[src/rtl/uart_pkg.sv]
// Shared constants for the UART receive path: state encoding, default widths
// and the set of legal oversampling ratios.
package uart_pkg;

   localparam int unsigned SAMPLING_BITS = 6;
   localparam int unsigned BIT_CNT_W     = 4;
   localparam int unsigned FRAME_DATA    = 8;

   localparam int unsigned PRESCALE_MIN = 8;
   localparam int unsigned PRESCALE_MID = 16;
   localparam int unsigned PRESCALE_MAX = 32;

   localparam logic [2:0] IDLE   = 3'd0;
   localparam logic [2:0] START  = 3'd1;
   localparam logic [2:0] DATA   = 3'd2;
   localparam logic [2:0] PARITY = 3'd3;
   localparam logic [2:0] STOP   = 3'd4;
   localparam logic [2:0] VALID  = 3'd5;

   function automatic logic legal_prescale(input int unsigned p);
      return (p == PRESCALE_MIN) || (p == PRESCALE_MID) || (p == PRESCALE_MAX);
   endfunction

endpackage

[src/rtl/uart_edge_bit_counter.sv]
// Oversample edge counter and frame bit counter for the UART receiver.
// The bit count saturates at frame_data+1 so parity and stop share that index.
module uart_edge_bit_counter
   import uart_pkg::*;
#(
   parameter int unsigned sampling_bits = SAMPLING_BITS,
   parameter int unsigned bit_cnt_w     = BIT_CNT_W,
   parameter int unsigned frame_data    = FRAME_DATA
) (
   input  logic                     clk,
   input  logic                     rst,
   input  logic                     enable,
   input  logic                     clear,
   input  logic                     load_edge1,
   input  logic [sampling_bits-1:0] prescale,
   output logic [sampling_bits-1:0] edge_cnt,
   output logic [bit_cnt_w-1:0]     bit_cnt,
   output logic                     last_edge_c
);

   localparam logic [bit_cnt_w-1:0] BIT_LAST = bit_cnt_w'(frame_data + 1);

   assign last_edge_c = (edge_cnt == (prescale - sampling_bits'(1)));

   // clear wins over load, load wins over counting
   always_ff @(posedge clk or negedge rst) begin
      if (!rst) begin
         edge_cnt <= '0;
         bit_cnt  <= '0;
      end else if (clear) begin
         edge_cnt <= '0;
         bit_cnt  <= '0;
      end else if (load_edge1) begin
         edge_cnt <= sampling_bits'(1);
         bit_cnt  <= '0;
      end else if (enable) begin
         if (last_edge_c) begin
            edge_cnt <= '0;
            if (bit_cnt != BIT_LAST) begin
               bit_cnt <= bit_cnt + bit_cnt_w'(1);
            end
         end else begin
            edge_cnt <= edge_cnt + sampling_bits'(1);
         end
      end
   end

endmodule

[src/rtl/uart_rx_fsm.sv]
// UART receive sequencer: start detection, frame sequencing, checker strobes
// and a one-cycle data_valid for each frame accepted without error.
module uart_rx_fsm
   import uart_pkg::*;
#(
   parameter int unsigned sampling_bits = SAMPLING_BITS,
   parameter int unsigned bit_cnt_w     = BIT_CNT_W,
   parameter int unsigned frame_data    = FRAME_DATA
) (
   input  logic                     clk,
   input  logic                     rst,
   input  logic                     rx_in,
   input  logic                     par_en,
   input  logic [sampling_bits-1:0] prescale,
   input  logic                     strt_glitch,
   input  logic                     par_err,
   input  logic                     stp_err,
   output logic                     dat_samp_en,
   output logic                     deser_en,
   output logic                     strt_chk_en,
   output logic                     par_chk_en,
   output logic                     stp_chk_en,
   output logic [sampling_bits-1:0] edge_cnt,
   output logic [bit_cnt_w-1:0]     bit_cnt,
   output logic                     data_valid
);

   logic [2:0]               state;
   logic [2:0]               state_n;
   logic [sampling_bits-1:0] p_lat;
   logic                     pe_lat;
   logic [sampling_bits-1:0] p_sane_c;
   logic                     cfg_load_c;
   logic                     cnt_en_c;
   logic                     cnt_clear_c;
   logic                     cnt_load1_c;
   logic                     last_edge_c;
   logic                     pre_last_c;
   logic                     last_data_c;

   // an unsupported ratio falls back to the slowest-safe minimum
   assign p_sane_c    = legal_prescale(32'(prescale)) ? prescale
                                                      : sampling_bits'(PRESCALE_MIN);
   assign pre_last_c  = (edge_cnt == (p_lat - sampling_bits'(2)));
   assign last_data_c = (bit_cnt == bit_cnt_w'(frame_data));

   uart_edge_bit_counter #(
      .sampling_bits (sampling_bits),
      .bit_cnt_w     (bit_cnt_w),
      .frame_data    (frame_data)
   ) u_counter (
      .clk         (clk),
      .rst         (rst),
      .enable      (cnt_en_c),
      .clear       (cnt_clear_c),
      .load_edge1  (cnt_load1_c),
      .prescale    (p_lat),
      .edge_cnt    (edge_cnt),
      .bit_cnt     (bit_cnt),
      .last_edge_c (last_edge_c)
   );

   always_ff @(posedge clk or negedge rst) begin
      if (!rst) begin
         state <= IDLE;
      end else begin
         state <= state_n;
      end
   end

   // configuration is frozen for the whole frame once START is entered
   always_ff @(posedge clk or negedge rst) begin
      if (!rst) begin
         p_lat  <= sampling_bits'(PRESCALE_MIN);
         pe_lat <= 1'b0;
      end else if (cfg_load_c) begin
         p_lat  <= p_sane_c;
         pe_lat <= par_en;
      end
   end

   always_comb begin
      state_n     = state;
      cfg_load_c  = 1'b0;
      cnt_en_c    = 1'b1;
      cnt_clear_c = 1'b0;
      cnt_load1_c = 1'b0;
      dat_samp_en = 1'b0;
      deser_en    = 1'b0;
      strt_chk_en = 1'b0;
      par_chk_en  = 1'b0;
      stp_chk_en  = 1'b0;
      data_valid  = 1'b0;
      case (state)
         IDLE: begin
            cnt_en_c    = 1'b0;
            cnt_clear_c = 1'b1;
            if (!rx_in) begin
               state_n    = START;
               cfg_load_c = 1'b1;
            end
         end
         START: begin
            dat_samp_en = 1'b1;
            strt_chk_en = pre_last_c;
            if (last_edge_c) begin
               if (strt_glitch) begin
                  state_n     = IDLE;
                  cnt_clear_c = 1'b1;
               end else begin
                  state_n = DATA;
               end
            end
         end
         DATA: begin
            dat_samp_en = 1'b1;
            deser_en    = last_edge_c;
            if (last_edge_c && last_data_c) begin
               state_n = pe_lat ? PARITY : STOP;
            end
         end
         PARITY: begin
            dat_samp_en = 1'b1;
            par_chk_en  = pre_last_c;
            if (last_edge_c) begin
               if (par_err) begin
                  state_n     = IDLE;
                  cnt_clear_c = 1'b1;
               end else begin
                  state_n = STOP;
               end
            end
         end
         STOP: begin
            dat_samp_en = 1'b1;
            stp_chk_en  = pre_last_c;
            if (last_edge_c) begin
               if (stp_err) begin
                  state_n     = IDLE;
                  cnt_clear_c = 1'b1;
               end else begin
                  state_n = VALID;
               end
            end
         end
         VALID: begin
            data_valid = 1'b1;
            // this cycle already serves as edge 0 of a back-to-back start bit
            if (!rx_in) begin
               state_n     = START;
               cfg_load_c  = 1'b1;
               cnt_load1_c = 1'b1;
            end else begin
               state_n     = IDLE;
               cnt_clear_c = 1'b1;
            end
         end
         default: begin
            state_n     = IDLE;
            cnt_clear_c = 1'b1;
         end
      endcase
   end

endmodule
[config.mk]
export PLATFORM = sky130hd
export DESIGN_NAME = uart_rx_fsm
export DESIGN_NICKNAME = d
export VERILOG_FILES = /design/src/rtl/uart_pkg.sv /design/src/rtl/uart_edge_bit_counter.sv /design/src/rtl/uart_rx_fsm.sv
export SDC_FILE = /design/constraint.sdc
export NUM_CORES = 1
export LEC_CHECK = 0
export ABC_AREA = 1
export CORE_MARGIN = 1.5
export CORE_UTILIZATION = 35
export DETAILED_ROUTE_END_ITERATION = 16
export SYNTH_ARGS = -nofsm -noshare
export SYNTH_HDL_FRONTEND = slang
export SYNTH_HIERARCHICAL = 1
export SYNTH_SLANG_ARGS = --single-unit
[constraint.sdc]
create_clock -name clk -period 3.8 [get_ports clk]
set_clock_uncertainty 0.2 [all_clocks]
set_input_delay 0.76 -clock clk [delete_from_list [all_inputs] [get_ports clk]]
set_output_delay 0.76 -clock clk [all_outputs]
set_load 0.01 [all_outputs]
# After elaboration in Yosys (flattened, before gate mapping)
# Cells that the tools add are included.
dict set report word_totals {
  register_bits 20
  word_cells 75
  inputBits 13
  output_inout_bits 16
}
dict set report op_classes {
  mux 38
  n_eq_ne 18
  reduce_logical 10
  n_addsub 4
}
# op n
set ops {}
lappend ops {{$mux W6} 5}
lappend ops {{$mux W3} 8}
lappend ops {{$mux W4} 5}
lappend ops {{$pmux W3 S6} 1}
lappend ops {{$mux W1} 17}
lappend ops {{$eq A6 B6 Y1} 2}
lappend ops {{$ne A2 B2 Y1 const B} 5}
lappend ops {{$add A6 B1 Y6 const B} 1}
lappend ops {{$eq A3 B2 Y1 const B} 2}
lappend ops {{$eq A3 B3 Y1 const B} 2}
lappend ops {{$eq A6 B4 Y1 const B} 1}
lappend ops {{$eq A6 B5 Y1 const B} 1}
lappend ops {{$eq A6 B6 Y1 const B} 1}
lappend ops {{$reduce_bool A3 Y1} 2}
lappend ops {{$sub A6 B1 Y6 const B} 1}
lappend ops {{$sub A6 B2 Y6 const B} 1}
lappend ops {{$pmux W1 S5} 1}
lappend ops {{$reduce_and A5 Y1} 1}
lappend ops {{$add A4 B1 Y4 const B} 1}
lappend ops {{$eq A4 B4 Y1 const B} 1}
lappend ops {{$ne A4 B4 Y1 const B} 1}
lappend ops {{$reduce_or A4 Y1} 1}
lappend ops {{$eq A3 B1 Y1 const B} 1}
lappend ops {{$logic_not A3 Y1} 1}
lappend ops {{other kinds (6)} 7}

# Logic depth before layout (Yosys ltp)
# Gate-level depths: netlist of run 1.
dict set report depth {
  word_depth 6
  mapped_depth 22
}

# Cells and area by module
# Netlist of run 1, hierarchy kept.
# module cells_each instances area_per_inst_um2
set by_module_without_submodules {}
lappend by_module_without_submodules {uart_rx_fsm 142 1 864.6}
lappend by_module_without_submodules {uart_edge_bit_counter 130 1 852.1}

# Worst setup path before layout of run 1
# No wires, ideal clock.
dict set report synth_path {
  kind {register -> register}
  start {reg p_lat[0]}
  end {reg u_counter.edge_cnt[4]}
  setup_time_ns 0.120
  stages_incl_launch_ff 23
  slack_ns 1.074
  arrival_ns 2.407
  required_time_ns 3.480
  cell_sequence {dfrtp_1 -> inv_1 -> ha_1 -> inv_1 -> nand2_1 -> nand2_1 -> nor2_1 -> nand2_1 -> nor2_1 -> nand3_2 -> inv_1 -> inv_1 -> a31oi_1 -> nand2_1 -> nand2_1 -> nor2_2 -> inv_2 -> nor2_4 -> inv_2 -> nand2_2 -> nor3_1 -> xor2_1 -> nor2_1}
}
dict set report synth_via {
  word_cells_on_any_way 11
  cone_classes {1 x add/sub; 2 x eq/ne; 8 x mux}
}
# item line
set synth_rtl {}
lappend synth_rtl {{start: declaration} uart_rx_fsm.sv:30} ;# logic [sampling_bits-1:0] p_lat;
lappend synth_rtl {{start signal: assignment} uart_rx_fsm.sv:74} ;# p_lat <= sampling_bits'(PRESCALE_MIN);
lappend synth_rtl {{start signal: assignment} uart_rx_fsm.sv:77} ;# p_lat <= p_sane_c;
lappend synth_rtl {{$sub A6 B1 Y6 *} uart_edge_bit_counter.sv:23} ;# assign last_edge_c = (edge_cnt == (prescale - sampling_bits'(1)));
lappend synth_rtl {{$eq A6 B6 Y1 *} uart_edge_bit_counter.sv:23}
lappend synth_rtl {{named net last_edge_c} uart_rx_fsm.sv:37} ;# logic last_edge_c;
lappend synth_rtl {{$mux W1 (on tied branches)} {uart_rx_fsm.sv:137, uart_rx_fsm.sv:106, uart_rx_fsm.sv:125}}
lappend synth_rtl {{$pmux W1 S5 *} uart_rx_fsm.sv:94} ;# case (state)
lappend synth_rtl {{named net cnt_clear_c} uart_rx_fsm.sv:35} ;# logic cnt_clear_c;
lappend synth_rtl {{$ne A3 B3 Y1 (no line) or $mux W6 (tied branches)} -}
lappend synth_rtl {{end signal: assignment} uart_edge_bit_counter.sv:34} ;# edge_cnt <= sampling_bits'(1);
lappend synth_rtl {{end signal: assignment} uart_edge_bit_counter.sv:43} ;# edge_cnt <= edge_cnt + sampling_bits'(1);
lappend synth_rtl {{end: declaration} uart_edge_bit_counter.sv:16} ;# output logic [sampling_bits-1:0] edge_cnt,
# Mark *: on every way through the listed nets, which the timed path passes. The rest lies on a longest branch. The select of a mux whose other input is x is not followed.
# A chain may end at the register's enable or synchronous reset.

# Worst setup path in the final report of run 1
dict set report layout_path {
  start {reg p_lat[0]}
  end {out deser_en}
}
dict set report layout_via {
  elab_chain_cells 3
}
# item line
set layout_lines {}
lappend layout_lines {{$sub A6 B1 Y6} uart_edge_bit_counter.sv:23}
lappend layout_lines {{$eq A6 B6 Y1} uart_edge_bit_counter.sv:23}
lappend layout_lines {{named net last_edge_c} uart_rx_fsm.sv:37}
lappend layout_lines {{$mux W1} uart_rx_fsm.sv:94}
lappend layout_lines {{end: declaration} uart_rx_fsm.sv:19} ;# output logic deser_en,
# The timed path passes the listed nets, and every way through them passes these cells.

==> impl_metrics.yaml, run 1 <==
run_status:
  status: "finished, final reports clean"
synthesis:
  syn-mean-instance-area_um2: 6.311
  yosys_register_bits: 20
  ys.flop_type: "dfrtp_1"
  netlist_instances: 272
  ys_seq_area_frac: 0.2923
  yosysWarningCount: 6
  synth_cell_types: 29
  synth-edff-count: 0
  async_reset_ff_frac: 1.000
  syn_nets: 290
  syn_area_um2: 1717
layout:
  layout-area-overhead-vs-synth_pct: 24.71
  n_antenna_cell: 0
  fin_area_um2: 2141
  drive_gt1_frac: 0.1122
  nets: 322
detailed_routing:
  via_count: 1696
  finalWirelength_mm: 4.083
  wl_per_cell_um: 11.04
  first_iter_violations: 102
  drt_pre_antenna_iters: 4
  vias_per_cell: 4.584
  antenna_left: 0
  drc_errors: 0
grt:
  first_global_vias: 1615
  grt_max_degree: 21
  track_usage: 0.1695
  antenna_found_initial: 0
  grt_pass1_wl_mm: 7.162
  grt_overflow: 0
critical_path:
  path_class: "reg -> out"
  required_ps: 2840
  r2r_end: "u_counter/edge_cnt[4]"
  timing.rr.start: "p_lat[0]"
  r2r_slack_ps: 700
  crit_arrival_ps: 2510
  worst_r2r_path_depth: 22
  start_kind: "flip-flop"
  cp_max_fo: 5
  cp-end-kind: "output port"
hold_path:
  holdPathEnd: "p_lat[0]"
  worstHoldStart: "p_lat[0]"
  worstHoldPathType: "reg -> reg"
  hold_depth: 2
sta:
  hold_violations: 0
  tightest_slew_ps: 986.5
  fin_crit_sh: 0.9131
  slew_violations: 0
  fmax_ghz: 0.2882
  tns_ps: 0
  setup_viol: 0
  rsz0062_at_grt: "no"
  fin_crit_ps: 3470
  worst_slack_ps: 330.1
  max_slew_margin: 0.3402
clock_network:
  post_cts_buffers: 0
  cts.htree.levels: 1
  clock_latency_ps: 260
  clk_path_buf_depth: 2
  cts.clk_slew.worst_paths_ps: 80
  numCtsBuffers: 3
  post_cts_resized: 0
  cts_sinks: 20
  cts_tree: "yes"
  cts-root-buf: "clkbuf_8"
  cts-hold-fix-buffers: 0
floorplan:
  io_pins: 29
  core_um2: 4723
  die_h_um: 73.04
  rows: 25
  dieWidth_um: 73.04
  die_area_um2: 5334
  start_util: 0.3634
placement:
  portBuffers: 28
  pre_cts_ws_ps: 646.6
  post-dp-hpwl_mm: 3.213
  globalplace.congestion: 0.8101
  placed_cell_area_um2: 2069
power:
  ir_drop_mv: 0.2467
  leakage_nw: 1.099
  power.density_nw_per_um2: 526.1
run:
  maxCapViolCount: 0
-- state kept, by name (all words and copies together) (netlist names) --
name and cells:
p_lat 6, u_counter/edge_cnt 6, u_counter/bit_cnt 4, state 3, pe_lat 1
-- kinds of logic (layout without fill, tap and decap cells) --
group           Yosys count  count (layout)  synth area share
fa+ha+maj                 5               5           0.03644
simple gates            178             178            0.4825
compound gates           11              11           0.03718
flops                    20              20            0.2923
xor+xnor                  7               7           0.03571
buf+inv                  51              82            0.1159
-- placed cells by master, fill, tap and decap left out, drive strengths merged, types with 3 or more instances in the layout --
cell	n
nor3	6
ha	5
nor2	35
nand3	25
clkdlybuf4s50	28
xor2	5
clkbuf	3
dfrtp	19
o21ai	7
nand2	101
inv	50
nand4	5
-- metrics by stage --
stage,power (mW),util,hold WS [ps],cells
2_1_floorplan,0.7402,-,264.4,272
3_3_place_gp,0.9149,0.4381,333.9,366
3_5_place_dp,0.9137,0.4381,342.7,366
4_1_cts,1.137,0.4532,354.1,370
5_1_grt,1.235,0.4532,387.6,370
6_report,1.126,0.4532,356.1,370
-- report_power, final --
group / internal, mW / switching [mW] / leakage (nW)
Sequential: 0.257 / 0.0828 / 0.268
Combinational: 0.221 / 0.349 / 0.796
Clock: 0.141 / 0.0757 / 0.0357
Total: 0.619 / 0.508 / 1.10
-- layer usage --
metal,routed length (um),global-route usage,up-vias
li1,-,-,902
met1,1924,0.2331,743
met2,1909,0.2768,43
met3,156,0.01657,8
met4,91,0.05870,0
met5,0,0,-
-- how the worst max path moves through the flow --
stage	start	endpoint	slack, ps	depth (start not counted)
floorplan	p_lat[0]	u_counter/edge_cnt[4]	1070	22
global placement	p_lat[0]	deser_en	690	13
detailed placement	p_lat[0]	deser_en	650	13
CTS	p_lat[0]	deser_en	340	13
global route	p_lat[0]	deser_en	60	13
finish	p_lat[0]	deser_en	330	13
-- worst max-delay path, cell delays in order, from the launching register on --
cell             delay (ps)
dfrtp_1                 420
inv_1                   150
ha_1                    230
inv_1                    70
nand2_1                  60
nand3_1                  60
nand2_1                  80
nand2_1                  50
nor2_1                  130
nand3_2                 120
inv_1                    70
inv_1                    70
nor3_1                  160
clkdlybuf4s50_1         560
-- synth_stat cells (2+ instances only) --
master    count  area, um2
nand2_1      94      352.8
inv_1        43      161.4
nor2_1       29      108.9
dfrtp_1      19      475.5
nand3_1      19      95.09
inv_2         7      26.28
nand2_2       6      37.54
nand3_2       6      60.06
ha_1          5      62.56
nand4_1       5      31.28
nor3_1        5      25.02
xor2_1        5      43.79
nor2_2        4      25.02
o21ai_0       4      20.02
o21ai_1       3      15.01
nand3b_1      2      15.01
nor2_4        2      22.52
nor4_1        2      12.51
xnor2_1       2      17.52
-- area by class of cell --
cell class	instances	area (um2)
clock buffers	3	41.29
flip-flops and latches	20	501.7
fillers	503	2582
repair buffers	28	280.3
multi-input cells	201	1016
inverters	50	187.7
clock inverters	1	30.03
well taps	67	83.83
Power figures use the tool's default switching activity.
==> inputs of run 2 (changes only) <==
- SLEW_MARGIN: default -> 30
==> run 2 against run 1 <==
Non-clock buffer count is the same. Worst hold slack lost 120 ps. Via count is essentially flat. Utilization shrank 0.11 points. Total power grew 0.15%. Design area shrank 0.23%. Combinational power is essentially flat. Sequential cell count is the same. Sequential share of layout area grew 0.055 points. Largest power group unchanged. Clock power is essentially flat.
==> impl_metrics.yaml, run 2 (synthesized netlist as in run 1, its figures left out) <==
run_status:
  status: "finished, final reports clean"
layout:
  largestRegisters: "p_lat x6, u_counter/edge_cnt x6, u_counter/bit_cnt x4"
  mostFrequentLayoutCells: "94 x nand2_1, 43 x inv_1, 29 x nor2_1"
  n_antenna_cell: 0
  drive_gt1_frac: 0.1155
  layout-area-overhead-vs-synth_pct: 24.42
  fillerInstances: 514
  nets: 322
  final_common_cell: "nand2_1"
  post-route-util: 0.4522
critical_path:
  worst_r2r_path_depth: 22
  path_class: "reg -> out"
  crit_slowest_cell: "clkdlybuf4s50_1"
  cp-end-kind: "output port"
  cp.depth: 13
  cp_max_fo: 5
  slowest_delay_ps: 560
  path_buf_inv: 5
  start_kind: "flip-flop"
  critical-path-top-delay-family: "buffers and inverters"
  path_cells: "inv_1, ha_1, inv_1, nand2_1, nand3_1, nand2_1, nand2_1, nor2_1, nand3_2, inv_1, inv_1, nor3_1, clkdlybuf4s50_1"
  crit_arrival_ps: 2510
  crit_top_cell: "inv_1"
  required_ps: 2840
sta:
  max_slew_margin: 0.6815
  fmax_ghz: 0.2878
  setup_viol: 0
  fin_crit_sh: 0.9144
  rsz0062_at_grt: "no"
  tightest_slew_ps: 477.8
  hold_violations: 0
  tns_ps: 0
  slew_violations: 0
  fin_crit_ps: 3475
  worst_slack_ps: 325.3
clock_network:
  cts_tree: "yes"
  numCtsBuffers: 3
  cts_sinks: 20
  cts-hold-fix-buffers: 0
  post_cts_resized: 0
  cts-root-buf: "clkbuf_8"
  cts.clk_slew.worst_paths_ps: 90
  cts.htree.levels: 1
  post_cts_buffers: 0
  clock_latency_ps: 270
  clk_path_buf_depth: 2
floorplan:
  dieWidth_um: 73.04
  die_h_um: 73.04
  rows: 25
  io_pins: 29
  core_um2: 4723
  start_util: 0.3634
  die_area_um2: 5334
placement:
  pre_cts_ws_ps: 647.5
  globalplace.congestion: 0.8101
  post-dp-hpwl_mm: 3.208
  portBuffers: 28
hold_path:
  worstHoldPathType: "in -> async"
power:
  leakage_nw: 1.099
  power.density_nw_per_um2: 528.2
  ir_drop_mv: 0.2491
grt:
  grt_overflow: 0
  track_usage: 0.1718
  grt_pass1_wl_mm: 7.210
  antenna_found_initial: 0
  first_global_vias: 1588
  grt_max_degree: 21
detailed_routing:
  first_iter_violations: 68
  drc_errors: 0
  drt_pre_antenna_iters: 4
  vias_per_cell: 4.586
  antenna_left: 0
  finalWirelength_mm: 4.091
  via_count: 1697
  wl_per_cell_um: 11.06
run:
  maxCapViolCount: 0
-- run 2: cell types whose count changed in the layout (fill, tap and decap cells not counted), sizes merged --
cell / previous run / this run
buf: 0 / 1
clkdlybuf4s50: 28 / 27
-- run 2: routing by layer --
metal  GRT usage  share of wire  wire length (um)
met2      0.2859           0.47              1935
met4     0.05451          0.014                57
met1      0.2312           0.49              1985
met5           0              0                 0
met3     0.02072          0.027               112
-- run 2: per-stage QoR --
step | instances | cell area (um2) | power (mW) | hold slack (ps)
2_1_floorplan | 272 | 1717 | 0.7402 | 264.4
4_1_cts | 370 | 2136 | 1.139 | 248.6
6_report | 370 | 2136 | 1.128 | 234.4
5_1_grt | 370 | 2136 | 1.237 | 273.0
3_3_place_gp | 366 | 2069 | 0.9149 | 333.9
3_5_place_dp | 366 | 2064 | 0.9127 | 336.8
-- run 2: worst paths after layout --
| check | startpoint | to | slack [ps] |
|---|---|---|---|
| worst max-delay path | p_lat[0] | deser_en | 330 |
| worst min-delay path | rst | p_lat[0] | 230 |
| worst max register to register | p_lat[0] | u_counter/edge_cnt[4] | 700 |
| worst min register to register | p_lat[0] | p_lat[0] | 350 |
| max in group asynchronous | rst | p_lat[3] | 2800 |
| min in group clk | p_lat[0] | p_lat[0] | 350 |
-- run 2: report_power, final --
part / internal (mW) / total, mW / switching (mW)
Combinational: 0.221 / 0.568 / 0.347
Clock: 0.141 / 0.219 / 0.0783
Sequential: 0.257 / 0.341 / 0.0841
Total: 0.618 / 1.13 / 0.510
-- run 2: final cells by class --
type / instances / area [um2] / share of cell area
Clock buffer: 3 / 41.29 / 0.01933
Multi-Input combinational cell: 201 / 1016 / 0.4757
Sequential cell: 20 / 501.7 / 0.2349
Inverter: 50 / 187.7 / 0.08787
Tap cell: 67 / 83.83 / 0.03925
Clock inverter: 1 / 30.03 / 0.01406
Timing Repair Buffer: 28 / 275.3 / 0.1289
